[src/rtl/bd_pkg.sv]
// Shared types and constants for the bundled-data receive path.
package bd_pkg;

  typedef enum logic [0:0] {
    IDLE  = 1'b0,
    ACKED = 1'b1
  } bd_rx_state_t;

  localparam int BD_MIN_SYNC = 2;

endpackage

[src/rtl/bd_req_sync.sv]
// Flop-chain synchronizer that brings the asynchronous BD request into clk.
module bd_req_sync
  import bd_pkg::*;
#(
  parameter int STAGES = 2
) (
  input  logic clk,
  input  logic rst,
  input  logic i_async,
  output logic o_sync
);

  // Depth below the metastability floor is silently raised to the minimum.
  localparam int N = (STAGES < BD_MIN_SYNC) ? BD_MIN_SYNC : STAGES;

  logic [N-1:0] r_chain;

  // Shift the raw request through the chain.
  always_ff @(posedge clk) begin
    if (rst) begin
      r_chain <= {N{1'b0}};
    end else begin
      r_chain <= {r_chain[N-2:0], i_async};
    end
  end

  assign o_sync = r_chain[N-1];

endmodule

[src/rtl/bd_sync_receiver.sv]
// Clocked receiver for a 4-phase bundled-data channel: synchronizes breq,
// captures bdata into a small FIFO and presents it as a valid/ready stream.
module bd_sync_receiver
  import bd_pkg::*;
#(
  parameter int WIDTH       = 8,
  parameter int SYNC_STAGES = 2,
  parameter int DEPTH       = 4
) (
  input  logic                     clk,
  input  logic                     rst,
  input  logic                     breq,
  output logic                     back,
  input  logic [WIDTH-1:0]         bdata,
  output logic                     out_valid,
  input  logic                     out_ready,
  output logic [WIDTH-1:0]         out_data,
  output logic [$clog2(DEPTH):0]   count
);

  localparam int PW = $clog2(DEPTH);
  localparam int CW = PW + 1;

  logic              w_req_s;
  bd_rx_state_t      r_state;
  bd_rx_state_t      w_state_nxt;
  logic              r_back;
  logic              w_back_nxt;
  logic              w_push;
  logic              w_pop;
  logic              w_full;
  logic [WIDTH-1:0]  r_mem [DEPTH];
  logic [PW-1:0]     r_wptr;
  logic [PW-1:0]     r_rptr;
  logic [PW-1:0]     w_rptr_nxt;
  logic [CW-1:0]     r_count;
  logic [CW-1:0]     w_count_nxt;
  logic              r_out_valid;
  logic [WIDTH-1:0]  r_out_data;
  logic [WIDTH-1:0]  w_head_nxt;

  bd_req_sync #(
    .STAGES (SYNC_STAGES)
  ) u_req_sync (
    .clk     (clk),
    .rst     (rst),
    .i_async (breq),
    .o_sync  (w_req_s)
  );

  // Fullness is judged on the registered count, so a same-cycle pop never frees a slot early.
  assign w_full = (r_count == CW'(DEPTH));
  assign w_pop  = r_out_valid & out_ready;

  // Handshake next-state: capture once per request, then wait for return-to-zero.
  always_comb begin
    w_state_nxt = r_state;
    w_back_nxt  = r_back;
    w_push      = 1'b0;
    case (r_state)
      IDLE: begin
        if (w_req_s && !w_full) begin
          w_push      = 1'b1;
          w_back_nxt  = 1'b1;
          w_state_nxt = ACKED;
        end else begin
          w_back_nxt  = 1'b0;
          w_state_nxt = IDLE;
        end
      end
      ACKED: begin
        if (!w_req_s) begin
          w_back_nxt  = 1'b0;
          w_state_nxt = IDLE;
        end else begin
          w_back_nxt  = 1'b1;
          w_state_nxt = ACKED;
        end
      end
      default: begin
        w_back_nxt  = 1'b0;
        w_state_nxt = IDLE;
      end
    endcase
  end

  // Handshake state and acknowledge register.
  always_ff @(posedge clk) begin
    if (rst) begin
      r_state <= IDLE;
      r_back  <= 1'b0;
    end else begin
      r_state <= w_state_nxt;
      r_back  <= w_back_nxt;
    end
  end

  // Next read pointer, occupancy and the head value to present after this edge.
  always_comb begin
    w_rptr_nxt  = r_rptr;
    w_count_nxt = r_count;
    w_head_nxt  = r_out_data;
    if (w_pop) begin
      w_rptr_nxt = r_rptr + PW'(1);
    end else begin
      w_rptr_nxt = r_rptr;
    end
    case ({w_push, w_pop})
      2'b10:   w_count_nxt = r_count + CW'(1);
      2'b01:   w_count_nxt = r_count - CW'(1);
      default: w_count_nxt = r_count;
    endcase
    // A new head that is being written this edge must bypass the array.
    if (w_count_nxt == {CW{1'b0}}) begin
      w_head_nxt = r_out_data;
    end else if (w_push && (r_wptr == w_rptr_nxt)) begin
      w_head_nxt = bdata;
    end else begin
      w_head_nxt = r_mem[w_rptr_nxt];
    end
  end

  // FIFO storage; only occupied entries are ever read.
  always_ff @(posedge clk) begin
    if (w_push) begin
      r_mem[r_wptr] <= bdata;
    end
  end

  // FIFO pointers, occupancy and registered head.
  always_ff @(posedge clk) begin
    if (rst) begin
      r_wptr      <= {PW{1'b0}};
      r_rptr      <= {PW{1'b0}};
      r_count     <= {CW{1'b0}};
      r_out_valid <= 1'b0;
      r_out_data  <= {WIDTH{1'b0}};
    end else begin
      if (w_push) begin
        r_wptr <= r_wptr + PW'(1);
      end
      r_rptr      <= w_rptr_nxt;
      r_count     <= w_count_nxt;
      r_out_valid <= (w_count_nxt != {CW{1'b0}});
      r_out_data  <= w_head_nxt;
    end
  end

  assign back      = r_back;
  assign out_valid = r_out_valid;
  assign out_data  = r_out_data;
  assign count     = r_count;

endmodule

[config.mk]
export PLATFORM = sky130hd
export DESIGN_NAME = bd_sync_receiver
export DESIGN_NICKNAME = d
export VERILOG_FILES = /design/src/rtl/bd_pkg.sv /design/src/rtl/bd_req_sync.sv /design/src/rtl/bd_sync_receiver.sv
export SDC_FILE = /design/constraint.sdc
export NUM_CORES = 1
export LEC_CHECK = 0
export ABC_AREA = 1
export ABC_CLOCK_PERIOD_IN_PS = 4200
export CORE_ASPECT_RATIO = 1.1
export CORE_MARGIN = 10
export CORE_UTILIZATION = 36
export DETAILED_ROUTE_END_ITERATION = 7
export PLACE_DENSITY = 0.54
export SLEW_MARGIN = 10
export SYNTH_ARGS = -nofsm -noshare
export SYNTH_HDL_FRONTEND = slang
export SYNTH_SLANG_ARGS = --single-unit
[constraint.sdc]
create_clock -name clk -period 4.2 [get_ports clk]
set_input_delay 0.63 -clock clk [delete_from_list [all_inputs] [get_ports clk]]
set_output_delay 0.63 -clock clk [all_outputs]
set_load 0.01 [all_outputs]
==> flow_summary.yaml <==
run_status:
  outcome: "complete, no violations"
hold_path:
  hold_path.class: "register to register"
cts:
  cts_made_buffers: 5
  clk_path_buf_depth: 2
  hold_buffers: 0
  cts_sinks: 51
  clkLatencyLatePin_ns: 0.31
  cts_setup_buffers: 0
  cts_resized: 0
  htreeDepth: 2
  cts_tree: "built"
  clockRootBuffer: "clkbuf_8"
  path_clk_slew_ns: 0.09
cells_and_area:
  instances_no_fill: 342
  regArea_sq_um: 1341
  layout_common_cells: "nand2_1 (56), nand3_1 (52), edfxtp_1 (32)"
  area_growth_pct: 18.58
  antenna_cells: 0
  nFillCells: 618
  fin_nets: 279
  final_layout_size_suffix_gt1_share_pct: 9.542
  layout_commonest_cell: "nand2_1"
  multiInputGateArea_sq_um: 828.3
worst_setup_path:
  crit_slowest_cell: "clkdlybuf4s50_1"
  path_cells: "clkdlybuf4s50_1 > nand2_2 > inv_1 > ha_1 > inv_1 > fa_1 > o21ai_0 > nor2_1 > nand3_1 > nor2_1 > nand2_1 > nand2_1"
  cp-start-kind: "input pin"
  critical_path_required_ns: 4.46
  max_stage_delay_ns: 0.56
  crit_path_end_kind: "register"
  path_class: "input pin to register"
  cp.arrival_ns: 2.99
  cp_max_fo: 8
placement:
  hpwl_um: 3429
  dpl.cell_count: 334
  globalplace.congestion: 0.7482
  io_buffers: 24
logic_synthesis:
  ys_top_cells_by_area: "edfxtp_1 (42%), dfxtp_1 (16%), nand3_1 (11%)"
  async_flop_share_pct: 0
  yosys_warnings: 0
  synth_top_area_share_pct: 41.60
  synth_ff_type: "edfxtp_1"
  synth_cell_types: 25
  synth-edff-count: 32
  yosysTopAreaCell: "edfxtp_1"
  syn-instance-count: 234
  ys_seq_area_share_pct: 58.07
  avgSynthCellArea_sq_um: 9.871
  ys_ff_latch: 51
  syn_area_sq_um: 2310
  synth_fp_nets: 252
sta:
  setup_viol: 0
  hold_viol: 0
  period_needed_ns: 2.735
  rsz0062_at_grt: "no"
  timing.fmax_mhz: 365.6
  layout_worst_path_cycle_share_pct: 65.13
  worstMarginPinSlew_ns: 0.8705
  tns_ns: 0
  slew_headroom_pct: 41.76
  slew_violations: 0
  clock_skew_ns: 0.005097
floorplanning:
  initial_utilization_pct: 37.29
  die_area_sq_um: 10020
  coreArea_sq_um: 6193
  ioPinCount: 25
  row_count: 30
  chipHeight_um: 104.0
  die_w_um: 96.37
pwr:
  ir_drop_uv: 170.6
  p_per_area_nw_per_um2: 427.1
  p_leak_nw: 1.097
detailed_routing:
  wl_per_cell_um: 14.48
  drc_errors: 0
  firstDrtPassIters: 4
  drt-total-wl_um: 4953
  final_antenna_net_count: 0
  vias_per_cell: 4.746
  drtIter0Drc: 49
  vias: 1623
global_route:
  grt_overflow: 0
  grtUsageTotal_pct: 10.35
  grt_pass1_vias: 1628
  antenna_found_initial: 0
  grt_pass1_wl_um: 8128
  grt_max_degree: 20
run:
  drv_cap: 0
==> registers in the layout, summed over array words and instances (netlist names) <==
signal / count
r_wptr: 2
out_valid: 1
count: 3
out_data: 8
u_req_sync.r_chain: 2
r_mem: 32
back: 1
r_rptr: 2
==> critical path: cells and delay by family <==
| kind | cells | cell delay, ns |
|---|---|---|
| buf+inv | 3 | 0.71 |
| simple gates | 6 | 0.93 |
| compound gates | 1 | 0.09 |
| fa+ha+maj | 2 | 0.64 |
==> path summary, 6_finish.rpt <==
| kind | endpoint | start | slack [ns] | cells after the start |
|---|---|---|---|---|
| max | out_data[1] | out_ready | 1.46 | 12 |
| min | u_req_sync.r_chain[1] | u_req_sync.r_chain[0] | 0.41 | 2 |
| max reg2reg | out_data[1] | count[0] | 1.66 | 12 |
| min reg2reg | u_req_sync.r_chain[1] | u_req_sync.r_chain[0] | 0.41 | 2 |
==> per-stage QoR <==
stage          area, sq um  setup slack, ns  power [mW]  util [%]  hold slack [ns]
2_1_floorplan         2310            1.957      0.7415         -           0.3883
3_3_place_gp          2623            1.126      0.8329     42.34           0.3891
3_5_place_dp          2623            1.134      0.8337     42.34           0.3994
4_1_cts               2739            1.440       1.183     44.22           0.4131
5_1_grt               2739            1.218       1.230     44.22           0.4222
6_report              2739            1.465       1.170     44.22           0.4109
==> Yosys cell counts, drive strengths merged (2+ instances only) <==
cell type and n:
nand4 2, nand3 54, dfxtp 19, buf 3
a21oi 4, o21ai 3, nand2 66, inv 29
edfxtp 32, nor2 12, ha 5
==> per-layer routing <==
| layer | up-vias | part of all wire [%] | track usage (%) |
|---|---|---|---|
| met5 | - | 0 | 0 |
| met4 | 0 | 1.7 | 3.742 |
| met3 | 5 | 4.9 | 2.671 |
| met2 | 31 | 47 | 17.16 |
| met1 | 756 | 47 | 12.37 |
| li1 | 831 | - | - |
==> report_power, final <==
| group | switching (mW) | total (mW) | internal [mW] |
|---|---|---|---|
| clock | 0.170 | 0.351 | 0.181 |
| combinational | 0.140 | 0.238 | 0.0976 |
| sequential | 0.0191 | 0.581 | 0.562 |
| total | 0.330 | 1.17 | 0.840 |
==> layout make-up <==
type                    instances  area share, %
clock buffers                   5          2.513
clock inverters                 3          1.736
inverters                      30          4.111
multi-input cells             149          30.24
flip-flops and latches         51          48.97
well taps                      80          3.655
repair buffers                 24          8.771
==> kinds of logic after synthesis <==
family | Yosys count | share of synthesized area (%)
and+or+nand+nor | 135 | 30.44
AOI/OAI and AO/OA | 8 | 1.842
adders and majority gates | 6 | 3.575
DFF | 51 | 58.07
buffers and inverters | 34 | 6.067
Note: power is estimated with default switching activity, not from simulation.
